<file path="src/rtl/breakbeam_conditioner.sv">
// Break-beam front end: 2-FF synchroniser, debounce FSM, retrigger holdoff and stall detect.
// Optional macro BREAKBEAM_GLITCH_CNT_EN enables the saturating rejected-break counter.
//
// state    | meaning
// CLEAR    | beam intact, break_clean=0, waiting for brk (and holdoff expired)
// CONF_BRK | brk seen, counting stable broken cycles before accepting
// BRK      | break accepted, break_clean=1
// CONF_CLR | brk dropped, counting stable clear cycles, break_clean still 1
module breakbeam_conditioner #(
  parameter int unsigned BEAM_ACTIVE_LOW = 1,
  parameter int unsigned DEBOUNCE_CYCLES = 50000,
  parameter int unsigned HOLDOFF_CYCLES  = 500000,
  parameter int unsigned STALL_CYCLES    = 100000000,
  parameter int unsigned CNT_BITS        = 20,
  parameter int unsigned STALL_BITS      = 28
) (
  input  logic       clk,
  input  logic       reset,
  input  logic       beam_raw,
  output logic       break_clean,
  output logic       break_pulse,
  output logic       stalled,
  output logic [7:0] glitch_count
);

  localparam logic IDLE_LEVEL = (BEAM_ACTIVE_LOW != 0);
  localparam logic [CNT_BITS-1:0]   DEB_LAST   = CNT_BITS'(DEBOUNCE_CYCLES - 1);
  localparam logic [CNT_BITS-1:0]   HOLD_LOAD  = CNT_BITS'(HOLDOFF_CYCLES);
  localparam logic [STALL_BITS-1:0] STALL_MAX  = STALL_BITS'(STALL_CYCLES);
  localparam logic [STALL_BITS-1:0] STALL_PREV = STALL_BITS'(STALL_CYCLES - 1);

  typedef enum logic [1:0] {
    CLEAR    = 2'd0,
    CONF_BRK = 2'd1,
    BRK      = 2'd2,
    CONF_CLR = 2'd3
  } state_t;

  state_t                state;
  logic                  sync_1;
  logic                  sync_2;
  logic                  brk;
  logic                  accept;
  logic [CNT_BITS-1:0]   deb_cnt;
  logic [CNT_BITS-1:0]   hold_cnt;
  logic [STALL_BITS-1:0] stall_cnt;

  // The raw pin goes straight into the first flop; polarity is fixed up after the synchroniser.
  always_ff @(posedge clk or negedge reset) begin
    if (!reset) begin
      sync_1 <= IDLE_LEVEL;
      sync_2 <= IDLE_LEVEL;
    end else begin
      sync_1 <= beam_raw;
      sync_2 <= sync_1;
    end
  end

  assign brk    = sync_2 ^ IDLE_LEVEL;
  assign accept = (state == CONF_BRK) && brk && (deb_cnt == DEB_LAST);

  always_ff @(posedge clk or negedge reset) begin
    if (!reset) begin
      state       <= CLEAR;
      deb_cnt     <= '0;
      break_clean <= 1'b0;
      break_pulse <= 1'b0;
    end else begin
      break_pulse <= 1'b0;
      case (state)
        CLEAR: begin
          break_clean <= 1'b0;
          if ((hold_cnt == '0) && brk) begin
            state   <= CONF_BRK;
            deb_cnt <= CNT_BITS'(1);
          end
        end
        CONF_BRK: begin
          if (!brk) begin
            state <= CLEAR;
          end else if (deb_cnt == DEB_LAST) begin
            state       <= BRK;
            break_clean <= 1'b1;
            break_pulse <= 1'b1;
          end else begin
            deb_cnt <= deb_cnt + CNT_BITS'(1);
          end
        end
        BRK: begin
          break_clean <= 1'b1;
          if (!brk) begin
            state   <= CONF_CLR;
            deb_cnt <= CNT_BITS'(1);
          end
        end
        CONF_CLR: begin
          // A brief return of brk falls back to BRK without a new pulse.
          if (brk) begin
            state <= BRK;
          end else if (deb_cnt == DEB_LAST) begin
            state       <= CLEAR;
            break_clean <= 1'b0;
          end else begin
            deb_cnt <= deb_cnt + CNT_BITS'(1);
          end
        end
        default: begin
          state       <= CLEAR;
          break_clean <= 1'b0;
        end
      endcase
    end
  end

  always_ff @(posedge clk or negedge reset) begin
    if (!reset) begin
      hold_cnt <= '0;
    end else if (accept) begin
      hold_cnt <= HOLD_LOAD;
    end else if (hold_cnt != '0) begin
      hold_cnt <= hold_cnt - CNT_BITS'(1);
    end
  end

  // stalled is registered alongside the counter so it drops on the pulse edge.
  always_ff @(posedge clk or negedge reset) begin
    if (!reset) begin
      stall_cnt <= '0;
      stalled   <= 1'b0;
    end else if (accept) begin
      stall_cnt <= '0;
      stalled   <= 1'b0;
    end else if (stall_cnt != STALL_MAX) begin
      stall_cnt <= stall_cnt + STALL_BITS'(1);
      stalled   <= (stall_cnt == STALL_PREV);
    end
  end

`ifdef BREAKBEAM_GLITCH_CNT_EN
  logic reject;
  assign reject = (state == CONF_BRK) && !brk;

  always_ff @(posedge clk or negedge reset) begin
    if (!reset) begin
      glitch_count <= 8'd0;
    end else if (reject && (glitch_count != 8'hFF)) begin
      glitch_count <= glitch_count + 8'd1;
    end
  end
`else
  assign glitch_count = 8'd0;
`endif

endmodule

</file>
<file path="config.mk">
export PLATFORM = sky130hd
export DESIGN_NAME = breakbeam_conditioner
export DESIGN_NICKNAME = d
export VERILOG_FILES = /design/src/rtl/breakbeam_conditioner.sv
export SDC_FILE = /design/constraint.sdc
export NUM_CORES = 1
export LEC_CHECK = 0
export CORE_MARGIN = 2
export CORE_UTILIZATION = 55
export DETAILED_ROUTE_END_ITERATION = 10
export GPL_ROUTABILITY_DRIVEN = 0
export PLACE_DENSITY = 0.77
export SETUP_SLACK_MARGIN = 0.2
export SLEW_MARGIN = 15
export SYNTH_ARGS = -nofsm -noshare
export SYNTH_HDL_FRONTEND = slang
export SYNTH_SLANG_ARGS = --single-unit
export TNS_END_PERCENT = 50
</file>
<file path="constraint.sdc">
create_clock -name clk -period 5.18 [get_ports clk]
set_input_delay 0.777 -clock clk [delete_from_list [all_inputs] [get_ports clk]]
set_output_delay 0.777 -clock clk [all_outputs]
set_load 0.05 [all_outputs]
</file>
==> results by group, run 1 <==
Yosys
  • Sequential-to-total area share from yosys stat: 45.1%
  • Synthesis-stage register bit count: 75
  • Top FF cell, synth: dfrtp_1
  • Asr flop ratio synth: 100%
  • Top cells by count, synth: 73 x dfrtp_1, 58 x nor2_1, 29 x nand2_1
  • Most common cell in the netlist: dfrtp_1
  • Synth Warn #: 0
  • Yosys cell types: 61
  • Gate count of the mapped netlist: 449
  • Post-synth EDFFs: 0
  • Synth area leaders: dfrtp_1 44%, nor2_1 5.2%, xor2_1 4.6%, xnor2_1 4.2%, ha_1 2.7%
  • Post-Syn Area: 0.00417 sq mm
  • Avg Cell Area, Syn: 9.29 sq um
  • Top-area cell type share of the netlist area: 43.8%
  • Post-synth top area cell: dfrtp_1

Power and ir drop
  • Clock share of power: 31.5%
  • Logic pwr share: 25.3%
  • NetSw: 0.000494 W
  • Lkg Pwr: 1.96 nW
  • Switch share: 33.2%
  • Power Dens Cells: 333 mW/mm^2
  • Maximum vdd drop: 0.000184 V
  • Seq pwr share: 43.3%
  • Power, Total: 0.00149 W
  • Internal: 0.000994 W

Global routing
  • Number of global-route vias before repair: 3223
  • Gr usage total: 20.6%
  • Largest net degree at the start of global routing: 76
  • Overflow after GRT: 0
  • Initial antenna violation count: 0
  • First-pass GRT wire length: 14000 um

Critical path
  • Reg2Reg Depth: 5
  • Worst Path Max Fanout: 16
  • CP cell instances: nor4_1, and4_1, a31o_2, nand2_1, o41ai_1
  • Max stage delay on crit path: 0.63 ns
  • FF-to-FF setup slack: 2.43 ns
  • Startpoint Class: flip-flop
  • Kind of critical path: reg2reg
  • Data arrival, critical path: 2.99 ns
  • Required @ worst endpoint: 5.41 ns
  • Worst setup path startpoint: hold_cnt[10]$_DFFE_PN0P_
  • CP max stage cell: and4_1
  • CP endpoint: deb_cnt[5]$_DFFE_PN0P_
  • Critical R2R Launch: hold_cnt[10]$_DFFE_PN0P_
  • Critical R2R Capture: deb_cnt[5]$_DFFE_PN0P_
  • Endpoint class of the critical path: flip-flop

Final layout
  • Share of layout cells above drive strength 1: 9.43%
  • Final nets: 463
  • N_diodes: 0
  • Fillers: 638
  • Area grow syn2layout: 7.14%

Detailed routing
  • Routed met3 length: 402 um
  • DR vias: 3243
  • Post-route ant nets: 0
  • Residual DRC: 0
  • First-pass detailed-route iteration total: 4
  • Routed length per instance: 14.4 um
  • Drt total wl: 8000 um
  • Wire length on met2: 3780 um
  • Wire length on met1: 3700 um
  • DR top layer: met4
  • Routed vias/inst: 5.84
  • Initial drt markers: 214

Floorplan
  • Die W: 91.1 um
  • IO Pins: 14
  • Core footprint: 0.00729 sq mm
  • Die Ht: 91.1 um
  • # rows: 31
  • Die ar.: 0.00830 sq mm
  • Starting Density: 57.2%

STA
  • Setup Skew: 0.00933 ns
  • Slew HR: 38.6%
  • Setup Total Neg Slack: 0 ns
  • RSZ-0062 raised after global routing: no
  • Slew Limit Fails: 0
  • Tcrit/Tclk final: 53.1%
  • Max Fclk: 0.364 GHz
  • Final number of setup-violating endpoints: 0
  • Final min period: 2.75 ns
  • Tightest Pin Transition: 0.921 ns
  • Hold slack final: 0.364 ns
  • Worst setup margin: 2.43 ns
  • Hold Violations, Final: 0

Placement
  • Place WS: 2.44 ns
  • I/O Buffers: 5
  • Hpwl dp: 5290 um

Clock network
  • CTS Buf Count: 9
  • CTS tree: yes
  • Hold-fix buffers, CTS: 0
  • Clk buf depth: 2
  • Clock-pin slew on the worst setup and hold paths: 0.08 ns
  • Worst skew pair latency: 0.35 ns
  • H-tree levels: 3
  • Sink Count: 75
  • Post-CTS sizing: 0
  • Setup Buffers After CTS: 0
  • Root Driver: clkbuf_8

Run
  • Max-cap viol count: 0

Hold path
  • Min-delay worst type: reg2reg

Status
  • Outcome: completed
-- power by group through the flow --
| stage | Combinational [W] | Clock [W] | Sequential [W] |
|---|---|---|---|
| after floorplan | 0.000286 | 0 | 0.000659 |
| after global placement | 0.000360 | 0 | 0.000652 |
| after detailed placement | 0.000373 | 0 | 0.000654 |
| after CTS | 0.000375 | 0.000482 | 0.000642 |
| after global routing | 0.000422 | 0.000504 | 0.000646 |
| final | 0.000376 | 0.000468 | 0.000644 |
-- sequential cells by signal (all words and copies together) (netlist names), named ones only --
| register | cells |
|---|---|
| break_clean | 1 |
| break_pulse | 1 |
| deb_cnt | 20 |
| hold_cnt | 20 |
| stall_cnt | 28 |
| stalled | 1 |
| state | 1 |
| sync_1 | 1 |
| sync_2 | 1 |
-- worst min-delay path by stage --
stage	start	end	slack, ns	depth (start not counted)
2_1_floorplan	sync_1$_DFF_PN1_	sync_2$_DFF_PN1_	0.35	0
3_3_place_gp	sync_1$_DFF_PN1_	sync_2$_DFF_PN1_	0.35	0
3_5_place_dp	sync_1$_DFF_PN1_	sync_2$_DFF_PN1_	0.35	0
4_1_cts	sync_1$_DFF_PN1_	sync_2$_DFF_PN1_	0.37	0
5_1_grt	sync_1$_DFF_PN1_	sync_2$_DFF_PN1_	0.37	0
6_report	sync_1$_DFF_PN1_	sync_2$_DFF_PN1_	0.36	0
-- final cells by class --
class                           instances  area [sq um]  area share [%]
Clock buffer                           11           151            3.39
Inverter                               19          71.3            1.60
Sequential cell                        75          1880            42.0
Multi-Input combinational cell        338          2110            47.3
Clock inverter                          5          60.1            1.34
Tap cell                               99           124            2.77
Timing Repair Buffer                    8          70.1            1.57
-- cells by family after synthesis --
family / Yosys count / share of synthesized area [%]
simple gates: 195 / 24.7
buf+inv: 43 / 4.92
other cells: 1 / 0.0899
compound gates: 79 / 12.4
flops: 75 / 45.1
fa+ha+maj: 9 / 2.70
xor+xnor: 42 / 8.82
mux: 5 / 1.32
-- layer usage --
metal | global-route usage, % | up-vias
met5 | 0 | -
met1 | 25.5 | 1551
met2 | 34.3 | 92
li1 | - | 1589
met3 | 5.64 | 11
met4 | 8.08 | 0
-- critical path: cells and delay by family (launching register included) --
kind / cells / cell delay (ns)
DFF: 1 / 0.41
and+or+nand+nor: 3 / 1.46
AOI/OAI and AO/OA: 2 / 0.76
-- through the flow --
stage,instance area (sq um),utilization [%],instances
floorplan,4200,-,456
global placement,4260,58.4,539
detailed placement,4260,58.4,539
CTS,4470,61.3,555
global route,4470,61.3,555
finish,4470,61.3,555
-- cells in the final DEF, fill, tap and decap left out, types with 7 or more instances in the layout --
| master | Yosys | routed |
|---|---|---|
| a21oi_1 | 16 | 16 |
| nand3_1 | 21 | 21 |
| conb_1 | 1 | 8 |
| ha_1 | 9 | 9 |
| xor2_1 | 22 | 22 |
| nand2_1 | 29 | 29 |
| o31ai_1 | 9 | 9 |
| nand4_1 | 11 | 11 |
| inv_1 | 19 | 19 |
| o21ai_0 | 22 | 22 |
| nor3_1 | 18 | 18 |
| dfrtp_1 | 73 | 73 |
| nor4_1 | 8 | 8 |
| nand2b_1 | 10 | 10 |
| nor2_1 | 58 | 58 |
| a31oi_1 | 7 | 7 |
| clkbuf_8 | 0 | 11 |
| xnor2_1 | 20 | 20 |
(Power assumes the default switching activity.)
==> run 2, diff against run 1 <==
--- a/config.mk
+++ b/config.mk
@@ -9,7 +9,7 @@
 export CORE_UTILIZATION = 55
 export DETAILED_ROUTE_END_ITERATION = 10
 export GPL_ROUTABILITY_DRIVEN = 0
-export PLACE_DENSITY = 0.77
+export PLACE_DENSITY = 0.8
 export SETUP_SLACK_MARGIN = 0.2
 export SLEW_MARGIN = 15
 export SYNTH_ARGS = -nofsm -noshare
==> constraint.sdc (replaced) <==
create_clock -name clk -period 2.3 [get_ports clk]
set_input_delay 0.345 -clock clk [delete_from_list [all_inputs] [get_ports clk]]
set_output_delay 0.345 -clock clk [all_outputs]
set_load 0.05 [all_outputs]
==> run 2 against run 1 <==
Sequential cell count unchanged. Core utilization increased by 4.9 points. Power increased by 130%. Clock skew increased by 0.0029 ns. Die area unchanged. Register-to-register slack got worse by 2.2 ns. Combinational power increased to 2.6 times the previous value. Critical endpoint is now hold_cnt[19]$_DFFE_PN0P_. First-iteration DRC count increased by 19%. Routed wire length increased by 11%. Largest power group unchanged. Via count increased by 5.5%. Final area increased by 8.0%. Global-route usage increased by 2.3 points.
==> results by group, run 2 (same netlist as run 1, synthesis figures left out) <==
Status
  • Outcome: completed

STA
  • Final min period: 2.09 ns (-0.660 ns)
  • Max Fclk: 0.478 GHz (+32%)
  • Setup Skew: 0.0122 ns (+0.00288 ns)
  • Hold Violations, Final: 0 (unchanged)
  • Slew HR: 60.1% (+21 points)
  • Setup Total Neg Slack: 0 ns (unchanged)
  • Worst setup margin: 0.210 ns (-2.22 ns)
  • Tcrit/Tclk final: 90.9% (+38 points)
  • RSZ-0062 raised after global routing: yes
  • Final number of setup-violating endpoints: 0 (unchanged)
  • Tightest Pin Transition: 0.594 ns (-0.326 ns)
  • Slew Limit Fails: 0 (unchanged)

Floorplan
  • IO Pins: 14 (unchanged)
  • # rows: 31 (unchanged)
  • Die Ht: 91.1 um (unchanged)
  • Die ar.: 0.00830 sq mm (unchanged)
  • Die W: 91.1 um (unchanged)
  • Starting Density: 57.2% (unchanged)
  • Core footprint: 0.00729 sq mm (unchanged)

Critical path
  • Reg2Reg Depth: 5 (unchanged)
  • CP max stage cell: or4_4
  • Crit. path cell count: 5 (unchanged)
  • Required @ worst endpoint: 2.55 ns (-2.86 ns)
  • Critical R2R Launch: hold_cnt[11]$_DFFE_PN0P_
  • WP buf/inv: 0 (unchanged)
  • Endpoint class of the critical path: flip-flop
  • Cell family with most CP delay: simple AND/OR/NAND/NOR gates
  • Worst setup path startpoint: hold_cnt[11]$_DFFE_PN0P_
  • Worst Path Max Fanout: 4 (-12)
  • CP cell instances: or4_4, or4b_4, a2111oi_4, xnor2_1, nor2_1
  • FF-to-FF setup slack: 0.21 ns (-2.22 ns)
  • Max stage delay on crit path: 0.57 ns (-0.06 ns)
  • Startpoint Class: flip-flop
  • Data arrival, critical path: 2.34 ns (-0.65 ns)
  • Kind of critical path: reg2reg
  • Critical R2R Capture: hold_cnt[19]$_DFFE_PN0P_
  • CP endpoint: hold_cnt[19]$_DFFE_PN0P_

Global routing
  • First-pass GRT wire length: 15500 um (+11%)
  • Overflow after GRT: 0 (unchanged)
  • Gr usage total: 22.9% (+2.3 points)
  • Number of global-route vias before repair: 3338 (+3.6%)
  • Initial antenna violation count: 0 (unchanged)
  • Largest net degree at the start of global routing: 45 (-41%)

Detailed routing
  • DR vias: 3421 (+5.5%)
  • Wire length on met1: 4030 um (+8.9%)
  • Initial drt markers: 254 (+19%)
  • DR top layer: met4
  • Post-route ant nets: 0 (unchanged)
  • Routed met3 length: 335 um (-17%)
  • Drt total wl: 8880 um (+11%)
  • Routed vias/inst: 5.88 (+0.59%)
  • Routed length per instance: 15.2 um (+5.8%)
  • First-pass detailed-route iteration total: 4 (unchanged)
  • Wire length on met2: 4390 um (+16%)
  • Residual DRC: 0 (unchanged)

Placement
  • Place WS: 0.0248 ns (-2.41 ns)
  • Post-Place Cells: 552 (+2.4%)
  • Hpwl dp: 5750 um (+8.8%)
  • Placed cell areas: 0.00438 sq mm (+2.9%)
  • I/O Buffers: 5 (unchanged)

Final layout
  • Final Instance Count excl. Fillers: 582 (+4.9%)
  • Fillers: 607 (-4.9%)
  • Leading cell type in the layout, fill and taps excluded: dfrtp_1
  • Commonest non-fill, non-tap cells in the layout: 69 x dfrtp_1, 56 x nor2_1, 28 x nand2_1, 28 x buf_4, 22 x xor2_1
  • Register area: 0.00188 sq mm (+0.27%)
  • Largest register FFs: 28 (unchanged)
  • Area grow syn2layout: 15.7%
  • Share of layout cells above drive strength 1: 19.3% (+9.8 points)
  • Final nets: 490 (+5.8%)
  • Largest Register: stall_cnt
  • Area of the multi-input gates: 0.00224 sq mm (+5.9%)
  • Final Cell Area: 0.00483 sq mm (+8.0%)
  • Largest registers: stall_cnt (28), deb_cnt (20), hold_cnt (20)
  • N_diodes: 0 (unchanged)

Clock network
  • Clk buf depth: 2 (unchanged)
  • Clock-pin slew on the worst setup and hold paths: 0.09 ns (about the same)
  • CTS Buf Count: 9 (unchanged)
  • Root Driver: clkbuf_8
  • H-tree levels: 3 (unchanged)
  • CTS tree: yes
  • Sink Count: 75 (unchanged)
  • Worst skew pair latency: 0.36 ns (about the same)

Power and ir drop
  • Power Dens Cells: 720 mW/mm^2 (+120%)
  • Power, Total: 0.00347 W (+130%)
  • Maximum vdd drop: 0.000376 V (+100%)
  • Lkg Pwr: 2.13 nW (+8.5%)

Run
  • Max-cap viol count: 0 (unchanged)

Hold path
  • Min-delay worst type: reg2reg
-- run 2: cell types whose count changed in the layout (fill, tap and decap cells not counted), moves of 3 or more --
| cell | delta |
|---|---|
| dfrtp_2 | +4 |
| o21ai_0 | -3 |
| buf_4 | +24 |
| nor4_4 | +3 |
| dfrtp_1 | -4 |
| nor4_1 | -3 |
-- run 2: area by class of cell --
| class | count | share of cell area (%) |
|---|---|---|
| multi-input combinational | 338 | 46.4 |
| sequential | 75 | 39.0 |
| timing repair buffer | 35 | 6.22 |
| clock buffer | 10 | 2.85 |
| tap | 99 | 2.57 |
| clock inverter | 6 | 1.48 |
| inverter | 19 | 1.48 |
-- run 2: per-layer routing --
metal  global-route usage (%)  up-vias
met5                        0        -
met4                     6.82        0
met3                     4.98       12
met2                     37.3       67
met1                     30.8     1703
li1                         -     1639
-- run 2: worst min-delay path by stage --
stage                           startpoint                    endpoint  slack, ns  depth (start not counted)
after floorplan                      reset  asynchronous set/reset pin       0.05                          0
after global placement               reset   stall_cnt[17]$_DFFE_PN0P_       0.31                          1
after detailed placement             reset   stall_cnt[17]$_DFFE_PN0P_       0.31                          1
after CTS                 sync_1$_DFF_PN1_            sync_2$_DFF_PN1_       0.36                          0
after global routing      sync_1$_DFF_PN1_            sync_2$_DFF_PN1_       0.36                          0
final                     sync_1$_DFF_PN1_            sync_2$_DFF_PN1_       0.36                          0
-- run 2: stage by stage --
step	util (%)	hold WS, ns
5_1_grt	66.2	0.365
4_1_cts	64.2	0.363
3_3_place_gp	60.1	0.307
2_1_floorplan	-	0.0494
3_5_place_dp	60.1	0.313
6_report	66.2	0.361
-- run 2: report_power, final --
group | internal (W) | switching, W | leakage (nW)
combinational | 0.000356 | 0.000604 | 1.02
clock | 0.000540 | 0.000529 | 0.0995
sequential | 0.00138 | 0.0000621 | 1.01
-- run 2: repair_timing --
item | CTS | global route
gates resized for setup | 9 | 24
hold endpoints to repair | 31 | 0
pin swaps | 2 | 7
setup endpoints to repair | 14 | 63
buffers inserted | 5 | 8
hold buffers | 1 | 0
